**src/rtl/pdm_stereo_modulator_if.sv**
```systemverilog
// ---------------------------------------------------------------------------
// pdm_stereo_modulator_if
//   Sample bus feeding the stereo PDM modulator.
//
//   Signals
//     lft_smpl   [15:0]  signed left sample, two's complement
//     rght_smpl  [15:0]  signed right sample, two's complement
//     smpl_vld           1-cycle strobe qualifying both samples
//
//   Handshake: valid-only. A transfer happens on every posedge where
//   smpl_vld=1; there is no ready, so the modulator accepts a strobe on
//   every cycle and the source never has to wait or hold data.
//
//   Modports
//     master : sample source (drives the bus)
//     slave  : modulator (samples the bus)
// ---------------------------------------------------------------------------
interface pdm_stereo_modulator_if;
  logic [15:0] lft_smpl;
  logic [15:0] rght_smpl;
  logic        smpl_vld;

  modport master (output lft_smpl, output rght_smpl, output smpl_vld);
  modport slave  (input  lft_smpl, input  rght_smpl, input  smpl_vld);
endinterface

```
**src/rtl/pdm_stereo_modulator.sv**
```systemverilog
// ---------------------------------------------------------------------------
// pdm_stereo_modulator
//   Stereo first-order sigma-delta PDM modulator. Signed 16-bit samples are
//   offset to unsigned (0x8000 = silence) and accumulated; the carry out of
//   the 16-bit accumulator is the PDM bit, so ones density = u/65536.
//   A watchdog mutes both channels to silence when samples stop arriving.
//
//   Parameters
//     CLK_DIV    modulator steps once every CLK_DIV clk cycles
//     STALE_CYC  steps without smpl_vld before underrun mute
//
//   Ports
//     clk         system clock
//     RST_n       asynchronous reset, active-low
//     smpl_bus    sample bus (slave modport of pdm_stereo_modulator_if)
//     lft_PDM     left PDM bit,  lft_PDM_n  = ~lft_PDM  (same register stage)
//     rght_PDM    right PDM bit, rght_PDM_n = ~rght_PDM (same register stage)
//     underrun    high while muted because no samples are arriving
//     state_dbg   current FSM state (0 IDLE, 1 RUN, 2 STALE)
//
//   Build option
//     PDM_DITHER_EN  when defined, a 16-bit Fibonacci LFSR (taps 16,14,13,11,
//                    seed 0xACE1) adds a shared -8..+7 dither to u each step,
//                    saturated to 0x0000..0xFFFF. Undefined: bit-exact,
//                    deterministic first-order modulation.
// ---------------------------------------------------------------------------
module pdm_stereo_modulator #(
  parameter int CLK_DIV   = 1,
  parameter int STALE_CYC = 4096
) (
  input  logic                          clk,
  input  logic                          RST_n,
  pdm_stereo_modulator_if.slave         smpl_bus,
  output logic                          lft_PDM,
  output logic                          lft_PDM_n,
  output logic                          rght_PDM,
  output logic                          rght_PDM_n,
  output logic                          underrun,
  output logic [1:0]                    state_dbg
);

  localparam int DIV_W = (CLK_DIV > 1) ? $clog2(CLK_DIV) : 1;
  localparam int SC_W  = $clog2(STALE_CYC + 1);

  typedef enum logic [1:0] {
    IDLE  = 2'd0,
    RUN   = 2'd1,
    STALE = 2'd2
  } state_t;

  state_t            state_q, state_d;
  logic [DIV_W-1:0]  div_ctr;
  logic [SC_W-1:0]   stale_ctr;
  logic [15:0]       act_l, act_r;
  logic [15:0]       acc_l, acc_r;
  logic [15:0]       u_raw_l, u_raw_r;
  logic [15:0]       u_l, u_r;
  logic [16:0]       sum_l, sum_r;
  logic              step;
  logic              vld;
  logic              stale_hit;

  assign vld       = smpl_bus.smpl_vld;
  assign step      = (div_ctr == DIV_W'(CLK_DIV - 1));
  assign stale_hit = step && (stale_ctr == SC_W'(STALE_CYC - 1));

  // Only RUN feeds real audio; IDLE and STALE play silence (50% density)
  // while the accumulators keep their phase.
  always_comb begin
    u_raw_l = 16'h8000;
    u_raw_r = 16'h8000;
    if (state_q == RUN) begin
      u_raw_l = {~act_l[15], act_l[14:0]};
      u_raw_r = {~act_r[15], act_r[14:0]};
    end
  end

`ifdef PDM_DITHER_EN
  logic [15:0]        lfsr;
  logic               lfsr_fb;
  logic [4:0]         dith;
  logic signed [17:0] dith_ext;
  logic signed [17:0] ud_l, ud_r;

  assign lfsr_fb  = lfsr[15] ^ lfsr[13] ^ lfsr[12] ^ lfsr[10];
  // {0,lfsr[3:0]} - 8 in 5-bit two's complement spans -8..+7.
  assign dith     = {1'b0, lfsr[3:0]} - 5'd8;
  assign dith_ext = {{13{dith[4]}}, dith};
  assign ud_l     = $signed({2'b00, u_raw_l}) + dith_ext;
  assign ud_r     = $signed({2'b00, u_raw_r}) + dith_ext;

  // Saturate so 0x7FFF/0x8000-extremes never wrap through the accumulator.
  always_comb begin
    u_l = ud_l[15:0];
    u_r = ud_r[15:0];
    if (ud_l[17])      u_l = 16'h0000;
    else if (ud_l[16]) u_l = 16'hFFFF;
    if (ud_r[17])      u_r = 16'h0000;
    else if (ud_r[16]) u_r = 16'hFFFF;
  end

  always_ff @(posedge clk or negedge RST_n) begin
    if (!RST_n)    lfsr <= 16'hACE1;
    else if (step) lfsr <= {lfsr[14:0], lfsr_fb};
  end
`else
  assign u_l = u_raw_l;
  assign u_r = u_raw_r;
`endif

  assign sum_l = {1'b0, acc_l} + {1'b0, u_l};
  assign sum_r = {1'b0, acc_r} + {1'b0, u_r};

  // Next-state logic. A strobe on the timeout step wins over the timeout.
  always_comb begin
    state_d = state_q;
    case (state_q)
      IDLE:    if (vld) state_d = RUN;
      RUN:     if (!vld && stale_hit) state_d = STALE;
      STALE:   if (vld) state_d = RUN;
      default: state_d = IDLE;
    endcase
  end

  always_ff @(posedge clk or negedge RST_n) begin
    if (!RST_n) state_q <= IDLE;
    else        state_q <= state_d;
  end

  always_ff @(posedge clk or negedge RST_n) begin
    if (!RST_n)    div_ctr <= '0;
    else if (step) div_ctr <= '0;
    else           div_ctr <= div_ctr + DIV_W'(1);
  end

  // Counts steps since the last strobe while in RUN; saturates at STALE_CYC.
  always_ff @(posedge clk or negedge RST_n) begin
    if (!RST_n) begin
      stale_ctr <= '0;
    end else if (vld) begin
      stale_ctr <= '0;
    end else if (state_q == RUN && step && stale_ctr != SC_W'(STALE_CYC)) begin
      stale_ctr <= stale_ctr + SC_W'(1);
    end
  end

  always_ff @(posedge clk or negedge RST_n) begin
    if (!RST_n) begin
      act_l <= '0;
      act_r <= '0;
    end else if (vld) begin
      act_l <= smpl_bus.lft_smpl;
      act_r <= smpl_bus.rght_smpl;
    end
  end

  // PDM and its complement come from the same edge so they never skew.
  always_ff @(posedge clk or negedge RST_n) begin
    if (!RST_n) begin
      acc_l      <= '0;
      acc_r      <= '0;
      lft_PDM    <= 1'b0;
      lft_PDM_n  <= 1'b1;
      rght_PDM   <= 1'b0;
      rght_PDM_n <= 1'b1;
    end else if (step) begin
      acc_l      <= sum_l[15:0];
      acc_r      <= sum_r[15:0];
      lft_PDM    <= sum_l[16];
      lft_PDM_n  <= ~sum_l[16];
      rght_PDM   <= sum_r[16];
      rght_PDM_n <= ~sum_r[16];
    end
  end

  assign underrun  = (state_q == STALE);
  assign state_dbg = state_q;

endmodule
```
**src/flat_wrapper.sv**
```systemverilog
// flat-port wrapper written by rule: the top's interface ports become plain ports
module pdm_stereo_modulator_flat 
#(
  parameter int CLK_DIV   = 1,
  parameter int STALE_CYC = 4096
)
  (clk, RST_n, lft_PDM, lft_PDM_n, rght_PDM, rght_PDM_n, underrun, state_dbg, smpl_bus_lft_smpl, smpl_bus_rght_smpl, smpl_bus_smpl_vld);
  pdm_stereo_modulator_if smpl_bus_i ();
  input  logic clk;
  input  logic RST_n;
  output logic lft_PDM;
  output logic lft_PDM_n;
  output logic rght_PDM;
  output logic rght_PDM_n;
  output logic underrun;
  output logic [1:0] state_dbg;
  input wire logic [$bits(smpl_bus_i.lft_smpl)-1:0] smpl_bus_lft_smpl;
  input wire logic [$bits(smpl_bus_i.rght_smpl)-1:0] smpl_bus_rght_smpl;
  input wire logic [$bits(smpl_bus_i.smpl_vld)-1:0] smpl_bus_smpl_vld;
  assign smpl_bus_i.lft_smpl = smpl_bus_lft_smpl;
  assign smpl_bus_i.rght_smpl = smpl_bus_rght_smpl;
  assign smpl_bus_i.smpl_vld = smpl_bus_smpl_vld;
  pdm_stereo_modulator #(.CLK_DIV(CLK_DIV), .STALE_CYC(STALE_CYC)) u_core (.clk(clk), .RST_n(RST_n), .smpl_bus(smpl_bus_i), .lft_PDM(lft_PDM), .lft_PDM_n(lft_PDM_n), .rght_PDM(rght_PDM), .rght_PDM_n(rght_PDM_n), .underrun(underrun), .state_dbg(state_dbg));
endmodule
```
**config.mk**
```make
export PLATFORM = sky130hd
export DESIGN_NAME = pdm_stereo_modulator_flat
export DESIGN_NICKNAME = d
export VERILOG_FILES = /design/src/rtl/pdm_stereo_modulator_if.sv /design/src/rtl/pdm_stereo_modulator.sv /design/src/flat_wrapper.sv
export SDC_FILE = /design/constraint.sdc
export NUM_CORES = 1
export LEC_CHECK = 0
export ABC_AREA = 1
export ABC_CLOCK_PERIOD_IN_PS = 7500
export CELL_PAD_IN_SITES_DETAIL_PLACEMENT = 1
export CELL_PAD_IN_SITES_GLOBAL_PLACEMENT = 1
export CORE_MARGIN = 3
export CORE_UTILIZATION = 46
export CTS_CLUSTER_SIZE = 40
export DETAILED_ROUTE_END_ITERATION = 8
export GPL_TIMING_DRIVEN = 1
export MAX_ROUTING_LAYER = met4
export PLACE_DENSITY_LB_ADDON = 0.1
export SLEW_MARGIN = 20
export SYNTH_ARGS = -nofsm -noshare
export SYNTH_HDL_FRONTEND = slang
export SYNTH_SLANG_ARGS = --single-unit
```
**constraint.sdc**
```tcl
create_clock -name clk -period 7.5 [get_ports clk]
set_clock_uncertainty 0.2 [all_clocks]
set_input_delay 1.5 -clock clk [delete_from_list [all_inputs] [get_ports clk]]
set_output_delay 1.5 -clock clk [all_outputs]
set_load 0.005 [all_outputs]
```
==> load_flow_metrics.sql <==
INSERT INTO impl_metrics (metric_group, metric, value, unit) VALUES
('synth', 'yosys-top-cells-count', 'sky130_fd_sc_hd__nand2_1, sky130_fd_sc_hd__inv_1, sky130_fd_sc_hd__dfrtp_1', ''),
('power_and_ir_drop', 'sw_frac_of_total', '41.24', '%'),
('cts', 'max-clock-path-buffers', '2', ''),
('power_and_ir_drop', 'design_power_total', '0.002055', 'W'),
('worst_setup_path', 'required', '7.56', 'ns'),
('worst_setup_path', 'arrival', '3.55', 'ns'),
('run_status', 'outcome', 'finished, final reports clean', ''),
('layout', 'final_nets', '842', ''),
('sta', 'worst_slew_pin_slew', '0.7675', 'ns'),
('placement', 'detailed_place_hpwl', '10.12', 'mm'),
('synth', 'cell_count_after_synthesis', '731', ''),
('grt', 'global_route.usage.total', '23.85', '%'),
('cts', 'clock_sink_count', '83', ''),
('run', 'max-cap-violations', '0', ''),
('grt', 'grt_max_degree', '80', ''),
('power_and_ir_drop', 'max-vdd-ir-drop', '0.1527', 'mV'),
('sta', 'worst_slew_margin_rel', '48.84', '%'),
('power_and_ir_drop', 'p_sw', '0.0008475', 'W'),
('sta', 'timing.final.max_slew_violations', '0', ''),
('synth', 'synth_enable_flop_cells', '0', ''),
('power_and_ir_drop', 'power.internal', '0.001208', 'W'),
('min_path', 'hold_path_startpoint', 'u_core.act_l[15]', ''),
('layout', 'final_design_area_no_fill', '6023', 'µm²'),
('cts', 'ctsHoldBuffers', '0', ''),
('synth', 'synth_top_cell_area_share', '38.90', '%'),
('die', 'placeableCoreArea', '10940', 'µm²'),
('layout', 'layout-drive-gt1-share', '5.155', '%'),
('placement', 'placed_cell_area', '5725', 'µm²'),
('die', 'die_x', '112.4', 'µm'),
('worst_setup_path', 'crit_path_end_kind', 'register', ''),
('sta', 'achievable-frequency', '286.4', 'MHz'),
('worst_setup_path', 'reg2reg_setup_slack', '4.41', 'ns'),
('synth', 'synth_largest_area_cell', 'sky130_fd_sc_hd__dfrtp_1', ''),
('layout', 'diodes', '0', ''),
('drt', 'vias', '4567', ''),
('layout', 'layout-area-overhead-vs-synth', '15.61', '%'),
('die', 'die_height', '112.4', 'µm'),
('die', 'starting_density', '47.64', '%'),
('cts', 'clkTransAtPathRegs', '0.06', 'ns'),
('cts', 'clock_tree.root_cell', 'sky130_fd_sc_hd__clkbuf_16', ''),
('die', 'std_cell_rows', '38', ''),
('placement', 'buffer_ports.inserted', '41', ''),
('synth', 'synth_area', '5210', 'µm²'),
('drt', 'detailedRoute.firstPassIterationCount', '4', ''),
('drt', 'detail_route.wl_per_cell', '14.67', 'µm'),
('cts', 'cts_resized', '0', ''),
('sta', 'setup-violations-final', '0', ''),
('synth', 'synth_nets', '802', ''),
('cts', 'cts_htree_levels', '3', ''),
('cts', 'insertion_delay', '0.34', 'ns'),
('synth', 'ys.flop_type', 'sky130_fd_sc_hd__dfrtp_1', ''),
('min_path', 'holdPathStages', '2', ''),
('sta', 'tns', '0', 'ns'),
('synth', 'flip_flop_and_latch_count_after_synthesis', '83', ''),
('worst_setup_path', 'timing.critical_path.fanout_max', '73', ''),
('min_path', 'holdCritPathClass', 'reg -> reg', ''),
('power_and_ir_drop', 'share_comb_of_total_power', '47.8', '%'),
('power_and_ir_drop', 'power.leakage', '3.265', 'nW'),
('drt', 'detail-route-antenna-nets', '0', ''),
('synth', 'post_synthesis_async_set_or_reset_flop_share', '100.0', '%'),
('die', 'io_pins', '42', ''),
('power_and_ir_drop', 'p_clk_share', '21.6', '%'),
('synth', 'synth-warning-count', '0', ''),
('synth', 'part_of_the_yosys_area_used_for_sequential_elements', '39.91', '%'),
('synth', 'synthMostInstantiatedCell', 'sky130_fd_sc_hd__nand2_1', ''),
('grt', 'grt_pass1_vias', '4987', ''),
('synth', 'synth.avg_cell_area', '7.127', 'µm²'),
('worst_setup_path', 'rr_endpoint', 'u_core.acc_l[12]', ''),
('synth', 'synth_cell_types', '33', ''),
('sta', 'final_min_period_over_clock_period', '46.55', '%'),
('worst_setup_path', 'worst_setup_path_start_kind', 'input pin', '');
[logic make-up after synthesis]
logic type / count (synthesis) / synth area share (%)
AO/OA/AOI/OAI: 60 / 6.076
XOR/XNOR: 18 / 3.026
buffers and inverters: 133 / 10.13
adder cells (fa/ha/maj): 36 / 8.934
AND/OR/NAND/NOR: 401 / 31.92
flip-flops: 83 / 39.91
[power groups by stage]
stage	Combinational, W	Clock (W)	Sequential [W]
finish	0.000983	0.000445	0.000628
global route	0.00115	0.000478	0.000641
CTS	0.000993	0.000456	0.000629
detailed placement	0.000981	0	0.000636
global placement	0.000927	0	0.000628
floorplan	0.000720	0	0.000624
[registers in the layout, summed over array words and instances (netlist names)]
| signal | count |
|---|---|
| u_core.rght_PDM_n | 1 |
| u_core.stale_ctr | 13 |
| u_core.rght_PDM | 1 |
| u_core.act_r | 16 |
| u_core.lft_PDM_n | 1 |
| u_core.acc_r | 16 |
| u_core.acc_l | 16 |
| u_core.lft_PDM | 1 |
| u_core.act_l | 16 |
| u_core.state_dbg | 2 |
[layer usage]
layer	global-route usage (%)	vias up	share of wire (%)
met5	-	-	0
met4	7.212	0	1.3
met3	3.450	15	2.2
met2	39.33	36	48
met1	30.65	2192	48
li1	-	2324	-
[cells in the final DEF, fill, tap and decap left out, types with 4 or more instances in the layout]
cell type                           n
sky130_fd_sc_hd__dfrtp_1           81
sky130_fd_sc_hd__inv_1            117
sky130_fd_sc_hd__ha_1              34
sky130_fd_sc_hd__nand2_1          252
sky130_fd_sc_hd__clkbuf_16          9
sky130_fd_sc_hd__nor2_1            77
sky130_fd_sc_hd__a21oi_1           19
sky130_fd_sc_hd__clkinv_2           5
sky130_fd_sc_hd__o21ai_0           33
sky130_fd_sc_hd__nand3_1           39
sky130_fd_sc_hd__xnor2_1            4
sky130_fd_sc_hd__clkdlybuf4s50_1   39
sky130_fd_sc_hd__nor3_1             6
sky130_fd_sc_hd__nand3_2            4
sky130_fd_sc_hd__nand4_1            7
sky130_fd_sc_hd__xor2_1            14
[per-stage QoR]
step | utilization (%) | worst slack [ns] | std cells | hold WS [ns]
after floorplan | - | 5.007 | 731 | 0.2422
after global placement | 52.36 | 3.834 | 900 | 0.2640
after detailed placement | 52.36 | 3.648 | 900 | 0.2652
after CTS | 55.05 | 4.017 | 916 | 0.2816
after global routing | 55.08 | 3.877 | 916 | 0.3112
final | 55.08 | 4.009 | 916 | 0.2768
[worst max-delay path by stage]
stage | startpoint | end | slack [ns] | cells past startpoint
floorplan | smpl_bus_smpl_vld | u_core.stale_ctr[9] | 5.01 | 5
global placement | smpl_bus_smpl_vld | u_core.stale_ctr[3] | 3.83 | 5
detailed placement | smpl_bus_smpl_vld | u_core.stale_ctr[3] | 3.65 | 6
CTS | smpl_bus_smpl_vld | u_core.stale_ctr[3] | 4.02 | 6
global route | smpl_bus_smpl_vld | u_core.stale_ctr[3] | 3.88 | 6
finish | smpl_bus_smpl_vld | u_core.stale_ctr[3] | 4.01 | 6
[cell type report]
cell class | count | area [µm²]
clock buffers | 10 | 239.0
inverters | 118 | 442.9
flip-flops and latches | 83 | 2079
fillers | 1435 | 4912
repair buffers | 44 | 429.2
multi-input cells | 515 | 2603
well taps | 140 | 175.2
clock inverters | 6 | 55.05
[critical path, stage by stage]
cell and delay (ns):
sky130_fd_sc_hd__buf_2 0.08, sky130_fd_sc_hd__buf_4 0.55, sky130_fd_sc_hd__clkinv_1 0.74, sky130_fd_sc_hd__nand2_4 0.46
sky130_fd_sc_hd__nand2_1 0.10, sky130_fd_sc_hd__o21ai_0 0.10
Note: power is estimated with default switching activity, not from simulation.
